`config.mk`:
```
export PLATFORM = sky130hd
export DESIGN_NAME = cpu_mem_arbiter
export DESIGN_NICKNAME = d
export VERILOG_FILES = /design/src/rtl/cpu_mem_arbiter.sv
export SDC_FILE = /design/constraint.sdc
export NUM_CORES = 1
export LEC_CHECK = 0
export BUFFER_PORTS_ARGS = -buffer_cell sky130_fd_sc_hd__clkbuf_2
export CAP_MARGIN = 20
export CORE_MARGIN = 8
export CORE_UTILIZATION = 35
export DETAILED_ROUTE_END_ITERATION = 8
export SETUP_SLACK_MARGIN = 0.3
export SYNTH_ARGS = -nofsm -noshare
export SYNTH_HDL_FRONTEND = slang
export SYNTH_SLANG_ARGS = --single-unit
```
`constraint.sdc`:
```
create_clock -name clk -period 4 [get_ports clk]
set_input_delay 0.2 -clock clk [delete_from_list [all_inputs] [get_ports clk]]
set_output_delay 0.2 -clock clk [all_outputs]
set_load 0.02 [all_outputs]
```
`src/rtl/cpu_mem_arbiter.sv`:
```
// cpu_mem_arbiter: shares one word-addressed memory between the program
// loader (LD), the MEM-stage data port (DM) and the IF-stage fetch port (IF).
// Fixed priority LD > DM > IF, except that IF is promoted over DM after
// STARVE_MAX consecutive DM grants made while fetch was waiting. An access
// the memory never acknowledges is aborted after TIMEOUT cycles. The abort
// returns 32'hDEADBEEF to the reader and sets a sticky err flag.
module cpu_mem_arbiter #(
  parameter int AW         = 10,
  parameter int STARVE_MAX = 4,
  parameter int TIMEOUT    = 16
) (
  input  logic          clk,
  input  logic          reset,
  // fetch port
  input  logic          if_req,
  input  logic [AW-1:0] if_addr,
  output logic [31:0]   if_rdata,
  output logic          if_ready,
  // data port
  input  logic          dm_req,
  input  logic          dm_we,
  input  logic [AW-1:0] dm_addr,
  input  logic [31:0]   dm_wdata,
  output logic [31:0]   dm_rdata,
  output logic          dm_ready,
  // loader port (write-only)
  input  logic          ld_req,
  input  logic [AW-1:0] ld_addr,
  input  logic [31:0]   ld_wdata,
  output logic          ld_ready,
  // memory side
  output logic          mem_en,
  output logic          mem_we,
  output logic [AW-1:0] mem_addr,
  output logic [31:0]   mem_wdata,
  input  logic [31:0]   mem_rdata,
  input  logic          mem_ack,
  output logic          err
);

  localparam int TCW = $clog2(TIMEOUT + 1);
  localparam int SCW = $clog2(STARVE_MAX + 1);
  localparam logic [TCW-1:0] TMO_LAST = TCW'(TIMEOUT - 1);
  localparam logic [SCW-1:0] STV_MAX  = SCW'(STARVE_MAX);
  localparam logic [31:0]    DEAD     = 32'hDEAD_BEEF;

  typedef enum logic [1:0] {IDLE, ACCESS, RESP} state_e;
  typedef enum logic [1:0] {W_IF, W_DM, W_LD} win_e;

  state_e          state_q,   state_d;
  win_e            win_q,     win_d;
  logic            mem_en_q,  mem_en_d;
  logic            mem_we_q,  mem_we_d;
  logic [AW-1:0]   mem_addr_q, mem_addr_d;
  logic [31:0]     mem_wdata_q, mem_wdata_d;
  logic [31:0]     if_rdata_q, if_rdata_d;
  logic [31:0]     dm_rdata_q, dm_rdata_d;
  logic            if_ready_q, if_ready_d;
  logic            dm_ready_q, dm_ready_d;
  logic            ld_ready_q, ld_ready_d;
  logic            err_q,     err_d;
  logic [TCW-1:0]  tmo_q,     tmo_d;
  logic [SCW-1:0]  starve_q,  starve_d;

  // arbitration decision, only acted on in IDLE
  logic if_promote, grant_ld, grant_dm, grant_if;

  // pick the winner: LD first, then DM unless fetch has been starved long enough
  always_comb begin
    if_promote = if_req && (starve_q == STV_MAX);
    grant_ld   = ld_req;
    grant_dm   = !ld_req && dm_req && !if_promote;
    grant_if   = !ld_req && if_req && (!dm_req || if_promote);
  end

  // next-state and next-output computation for the access sequencer
  always_comb begin
    state_d     = state_q;
    win_d       = win_q;
    mem_en_d    = mem_en_q;
    mem_we_d    = mem_we_q;
    mem_addr_d  = mem_addr_q;
    mem_wdata_d = mem_wdata_q;
    if_rdata_d  = if_rdata_q;
    dm_rdata_d  = dm_rdata_q;
    if_ready_d  = 1'b0;
    dm_ready_d  = 1'b0;
    ld_ready_d  = 1'b0;
    err_d       = err_q;
    tmo_d       = tmo_q;
    starve_d    = starve_q;

    case (state_q)
      IDLE: begin
        // fetch starvation tracking; the counter saturates at STARVE_MAX
        if (!if_req || grant_if)
          starve_d = '0;
        else if (grant_dm && starve_q != STV_MAX)
          starve_d = starve_q + 1'b1;

        if (grant_ld || grant_dm || grant_if) begin
          state_d  = ACCESS;
          mem_en_d = 1'b1;
          tmo_d    = '0;
          if (grant_ld) begin
            win_d       = W_LD;
            mem_we_d    = 1'b1;
            mem_addr_d  = ld_addr;
            mem_wdata_d = ld_wdata;
          end else if (grant_dm) begin
            win_d       = W_DM;
            mem_we_d    = dm_we;
            mem_addr_d  = dm_addr;
            mem_wdata_d = dm_wdata;
          end else begin
            win_d       = W_IF;
            mem_we_d    = 1'b0;
            mem_addr_d  = if_addr;
            mem_wdata_d = '0;
          end
        end
      end

      ACCESS: begin
        // ack and timeout both finish the access; ack takes precedence
        if (mem_ack || tmo_q == TMO_LAST) begin
          state_d  = RESP;
          mem_en_d = 1'b0;
          if (!mem_ack) err_d = 1'b1;
          if (!mem_we_q) begin
            if (win_q == W_IF) if_rdata_d = mem_ack ? mem_rdata : DEAD;
            if (win_q == W_DM) dm_rdata_d = mem_ack ? mem_rdata : DEAD;
          end
          // the ready flop is set here so it is high for the RESP cycle
          if_ready_d = (win_q == W_IF);
          dm_ready_d = (win_q == W_DM);
          ld_ready_d = (win_q == W_LD);
        end else begin
          tmo_d = tmo_q + 1'b1;
        end
      end

      RESP: begin
        state_d = IDLE;
      end

      default: state_d = IDLE;
    endcase
  end

  // state register; reset drops any in-flight access without a ready pulse
  always_ff @(posedge clk or negedge reset) begin
    if (!reset) begin
      state_q     <= IDLE;
      win_q       <= W_IF;
      mem_en_q    <= 1'b0;
      mem_we_q    <= 1'b0;
      mem_addr_q  <= '0;
      mem_wdata_q <= '0;
      if_rdata_q  <= '0;
      dm_rdata_q  <= '0;
      if_ready_q  <= 1'b0;
      dm_ready_q  <= 1'b0;
      ld_ready_q  <= 1'b0;
      err_q       <= 1'b0;
      tmo_q       <= '0;
      starve_q    <= '0;
    end else begin
      state_q     <= state_d;
      win_q       <= win_d;
      mem_en_q    <= mem_en_d;
      mem_we_q    <= mem_we_d;
      mem_addr_q  <= mem_addr_d;
      mem_wdata_q <= mem_wdata_d;
      if_rdata_q  <= if_rdata_d;
      dm_rdata_q  <= dm_rdata_d;
      if_ready_q  <= if_ready_d;
      dm_ready_q  <= dm_ready_d;
      ld_ready_q  <= ld_ready_d;
      err_q       <= err_d;
      tmo_q       <= tmo_d;
      starve_q    <= starve_d;
    end
  end

  assign mem_en    = mem_en_q;
  assign mem_we    = mem_we_q;
  assign mem_addr  = mem_addr_q;
  assign mem_wdata = mem_wdata_q;
  assign if_rdata  = if_rdata_q;
  assign dm_rdata  = dm_rdata_q;
  assign if_ready  = if_ready_q;
  assign dm_ready  = dm_ready_q;
  assign ld_ready  = ld_ready_q;
  assign err       = err_q;

endmodule

```
==> out/results.ini, run 1 <==
[run_status]
outcome = completed

[timing]
clock-skew-final_ns = 0.00977
finalHoldViolations = 0
fin_crit_sh = 0.714
rsz0062_at_grt = false
tightest_slew_ns = 0.790
setup_tns_ns = 0
max_freq_ghz = 0.350
setup_violations = 0
slew_violations = 0
whs_ns = 0.0754
finalCriticalPeriod_ns = 2.86
max-slew-margin-rel = 0.472

[place]
dp_hpwl_um = 13200
numPortBuffers = 244
routabilityCongestion = 0.856

[synthesis]
syn-num-nets = 628
ys_ff_latch = 124
synth_most_common_cell = dfrtp_1
yosys-top-cells-count = 124 x dfrtp_1, 76 x a21oi_1, 32 x a32oi_1, 32 x mux2_2, 32 x nand2b_1
synth_xor_area_frac = 0
async_flop_share = 1.00
ys_seq_area_frac = 0.532
synthSimpleGateAreaFrac = 0.107
yosys.area.top_type = dfrtp_1
avgSynthCellArea_um2 = 11.9
synthCells = 491
netlist_top_cells_area = dfrtp_1 53%, mux2_4 7.7%, a21oi_1 6.5%
synthFlopType = dfrtp_1
yosys_warnings = 0
synth_top_area_frac = 0.532
synth_top_family_by_area = compound AO/OA/AOI/OAI gates
muxShareOfSynthArea = 0.146
synth.distinct_cells = 45
synth_compound_area_frac = 0.156
synth_area_mm2 = 0.00583
synth-edff-count = 0
synthAdderAreaFrac = 0.00858

[clock_tree]
clock_sinks = 124
path_clk_slew_ns = 0.06
root_buffer = clkbuf_16
htreeDepth = 4
cts_buffers = 17
clk_latency_ns = 0.41
clk_path_buf_depth = 2
cts_tree = yes

[floorplan]
initial_utilization = 0.354
num_rows = 47
die_area_mm2 = 0.0210
core_mm2 = 0.0165
die_w_um = 145
die_h_um = 145
boundaryPins = 245

[detailed_routing]
drt.antenna.violating_nets = 0
wl_per_cell_um = 19.0
drc = 0
drt_iter0_markers = 243
via_count = 4973
wl_um = 18100
firstDrtPassIters = 4
viasPerCell = 5.23

[layout]
final_nets = 855
drive_gt1_frac = 0.486
syn_to_final_growth_pct = 33.3
fillCellCount = 1537
antennaDiodeCount = 0
seqCellArea_mm2 = 0.00310
multi_input_area_mm2 = 0.00245

[grt]
grtUsageMet3 = 0.0762
grt_use_total = 0.173
gr-usage-met2 = 0.264
grt_pass1_vias = 5511
use_met1 = 0.212
grt_pass1_wl_um = 29700
grt_antenna_before_repair = 0
grt_max_degree = 70
grt_overflow = 0
top_usage_layer = met2

[critical_path]
cpPeakStageDelay_ns = 0.69
crit_fanout = 17
path_class = reg2reg
crit_path_end_kind = register
start_kind = register
worst_path_most_repeated_cell = ha_1
path_cells = ha_1, and3_1, ha_1, or2_1, and4b_2, buf_4, mux2_4
arrival_ns = 3.15
cp_num_buf_inv = 1
crit_required_ns = 4.29
path_delay_family = simple AND/OR/NAND/NOR gates
slowest_stage = and4b_2

[min_path]
hold_path.class = in2reg

[pwr]
peakVddDrop_mv = 0.346
power_leakage_nw = 3.79
power.density_mw_per_mm2 = 777

[job]
cap_violations = 0

==> report_power, final <==
part | switching (mW) | leakage [nW] | total [mW] | internal [mW]
sequential | 0.368 | 1.49 | 2.18 | 1.81
combinational | 1.39 | 2.01 | 2.32 | 0.934
clock | 0.585 | 0.287 | 1.54 | 0.957
total | 2.34 | 3.79 | 6.04 | 3.70
==> what timing repair did <==
action                    in CTS  in global routing
resized for setup              0                  0
hold endpoints to repair      55                  0
hold buffers                   1                  0
setup buffers                  0                  0
==> layout make-up <==
type	count	area share
flip-flops and latches	124	0.399
multi-input cells	314	0.315
repair buffers	254	0.171
clock buffers	20	0.0587
well taps	220	0.0354
clock inverters	12	0.0177
inverters	7	0.00338
==> stage by stage <==
| step | instance area (um^2) | worst slack, ns | total power, mW | util | instances |
|---|---|---|---|---|---|
| after detailed placement | 7170 | 1.11 | 4.54 | 0.435 | 918 |
| after global routing | 7770 | 0.991 | 6.40 | 0.472 | 951 |
| final | 7770 | 1.14 | 6.04 | 0.472 | 951 |
| after CTS | 7770 | 1.11 | 6.12 | 0.472 | 951 |
| after global placement | 7150 | 1.13 | 4.48 | 0.434 | 917 |
| after floorplan | 5830 | 1.85 | 3.63 | - | 491 |
==> flip-flops by register name, indices dropped and copies added (netlist names), 2 cells and up <==
name	count
dm_rdata	32
if_rdata	32
mem_addr	10
mem_wdata	32
starve_q	3
state_q	2
tmo_q	5
win_q	2
==> cells in the final DEF (no fill, tap or decap), types with 4 or more instances in the layout <==
master	instances
clkbuf_2	243
dfrtp_1	124
a21oi_1	76
nand2b_1	32
mux2_2	32
a32oi_1	32
mux2_4	30
clkbuf_16	17
nand2_1	16
and3_1	12
nand3_1	11
o32a_1	10
and2_1	9
buf_4	8
inv_1	7
o2bb2ai_1	4
ha_1	4
==> cell families after synthesis <==
kind of cell               after synthesis
AOI/OAI and AO/OA                      137
DFF                                    124
and+or+nand+nor                        107
muxes                                   66
buffers and inverters                   53
adders and majority gates                4
==> path summary, 6_finish.rpt <==
path,from,to,slack (ns),depth (start not counted)
hold / removal,ld_wdata[1],mem_wdata[1],0.08,3
max in group asynchronous,reset,mem_we,2.77,3
hold reg to reg,mem_en,mem_en,0.49,1
setup / recovery,tmo_q[0],if_rdata[3],1.14,7
setup reg to reg,tmo_q[0],if_rdata[3],1.14,7
min in group asynchronous,reset,if_rdata[10],0.41,2
==> tightest hold or removal path: cells and delay by family <==
kind / cells / cell delay [ns]
buffers and inverters: 1 / 0.08
AOI/OAI and AO/OA: 2 / 0.17
==> routing by layer <==
metal  vias to the layer above  part of all wire
li1                       2260                 -
met1                      2444              0.44
met2                       244              0.44
met3                        25              0.10
met4                         0             0.017
met5                         -                 0
Note: power is estimated with default switching activity, not from simulation.
==> run 2, diff against run 1 <==
==> constraint.sdc (replaced) <==
create_clock -name clk -period 2.53 [get_ports clk]
set_input_delay 0.1265 -clock clk [delete_from_list [all_inputs] [get_ports clk]]
set_output_delay 0.1265 -clock clk [all_outputs]
set_load 0.02 [all_outputs]
==> run 2 against run 1 <==
Sequential share of layout area decreased by 0.53 points. Register-to-register slack got worse by 0.78 ns. Die area unchanged. Critical path depth unchanged. Sequential power increased by 58%. Via count increased by 0.92%.
==> out/results.ini, run 2 (synthesized netlist as in run 1, its figures left out) <==
[timing]
fin_crit_sh = 0.857
rsz0062_at_grt = true
finalCriticalPeriod_ns = 2.17
finalHoldViolations = 0
slew_violations = 0
setup_tns_ns = 0
max-slew-margin-rel = 0.605
tightest_slew_ns = 0.592
max_freq_ghz = 0.461
clock-skew-final_ns = 0.00811
setup_violations = 0
whs_ns = 0.0202
worst_slack_ns = 0.361

[detailed_routing]
drt_iter0_markers = 218
via_count = 5019
wl_um = 17600
drc = 0
viasPerCell = 5.22
wl_per_cell_um = 18.2
drt.antenna.violating_nets = 0
firstDrtPassIters = 6

[job]
cap_violations = 0

[floorplan]
core_mm2 = 0.0165
die_w_um = 145
boundaryPins = 245
initial_utilization = 0.354
die_area_mm2 = 0.0210
die_h_um = 145
num_rows = 47

[clock_tree]
cts_tree = yes
htreeDepth = 4
cts_buffers = 17
clk_path_buf_depth = 2
clk_latency_ns = 0.40
path_clk_slew_ns = 0.06
root_buffer = clkbuf_16
clock_sinks = 124

[critical_path]
cp_num_buf_inv = 1
path_delay_family = simple AND/OR/NAND/NOR gates
arrival_ns = 2.45
start_kind = register
cpPeakStageDelay_ns = 0.41
slowest_stage = dfrtp_1
crit_path_end_kind = register
path_class = reg2reg
crit_required_ns = 2.81
path_cells = ha_1, and3_1, ha_1, or2_1, and4b_2, buf_12, mux2_4
crit_fanout = 20
worst_path_most_repeated_cell = ha_1

[layout]
drive_gt1_frac = 0.485
final_nets = 867
syn_to_final_growth_pct = 35.1
finalNonFillerCells = 962
final_cell_mix = 243 x clkbuf_2, 124 x dfrtp_1, 76 x a21oi_1
final_common_cell = clkbuf_2
final_area_mm2 = 0.00788
antennaDiodeCount = 0
final_util = 0.478

[grt]
grt_overflow = 0
grt_pass1_vias = 5371
grt_pass1_wl_um = 28700
grt_max_degree = 58
grt_use_total = 0.168
grt_antenna_before_repair = 0

[place]
placed_cells = 922
routabilityCongestion = 0.834
dp_hpwl_um = 13100
preCtsSetupSlack_ns = 0.354
placed_cell_area_mm2 = 0.00721
numPortBuffers = 244

[pwr]
power_leakage_nw = 3.83
power_mw = 9.48
peakVddDrop_mv = 0.459
power.density_mw_per_mm2 = 1200

[min_path]
hold_path.class = in2reg

[run_status]
outcome = completed

==> run 2: repair_timing <==
item	4_1_cts	5_1_grt
setup endpoints to repair	0	19
setup buffers	0	2
endpoints found under the hold margin	50	0
resized for setup	0	1
hold buffers	7	0
==> run 2: final cells by class <==
type / instances / area [um^2]
inverter: 7 / 26.3
clock inverter: 11 / 120
tap: 220 / 275
sequential: 124 / 3100
fill: 1550 / 8590
clock buffer: 20 / 457
multi-input combinational: 314 / 2450
timing repair buffer: 266 / 1450
==> run 2: per-layer routing <==
metal	vias up	track usage	share of wire
li1	2293	-	-
met1	2423	0.209	0.44
met5	-	0	0
met2	279	0.252	0.44
met3	24	0.0678	0.098
met4	0	0.0739	0.023
==> run 2: worst reg2reg max path: cells and delay by family (launching register included) <==
| family | cells | cell delay, ns |
|---|---|---|
| multiplexers | 1 | 0.32 |
| adder cells (fa/ha/maj) | 2 | 0.45 |
| buffers and inverters | 1 | 0.19 |
| AND/OR/NAND/NOR | 3 | 0.69 |
| flip-flops | 1 | 0.41 |
==> run 2: worst paths after layout <==
check / depth (start not counted) / slack [ns] / endpoint / startpoint
hold / removal: 3 / 0.02 / mem_wdata[2] / ld_wdata[2]
max in group asynchronous: 3 / 1.51 / mem_addr[9] / reset
min in group asynchronous: 2 / 0.28 / if_rdata[11] / reset
setup / recovery: 7 / 0.36 / if_rdata[7] / tmo_q[0]
setup reg to reg: 7 / 0.36 / if_rdata[7] / tmo_q[0]
hold reg to reg: 1 / 0.48 / err / err
==> run 2: power by group <==
part	switching [mW]	internal [mW]	total, mW
sequential	0.592	2.86	3.45
combinational	2.20	1.51	3.70
clock	0.838	1.49	2.33
total	3.63	5.86	9.48
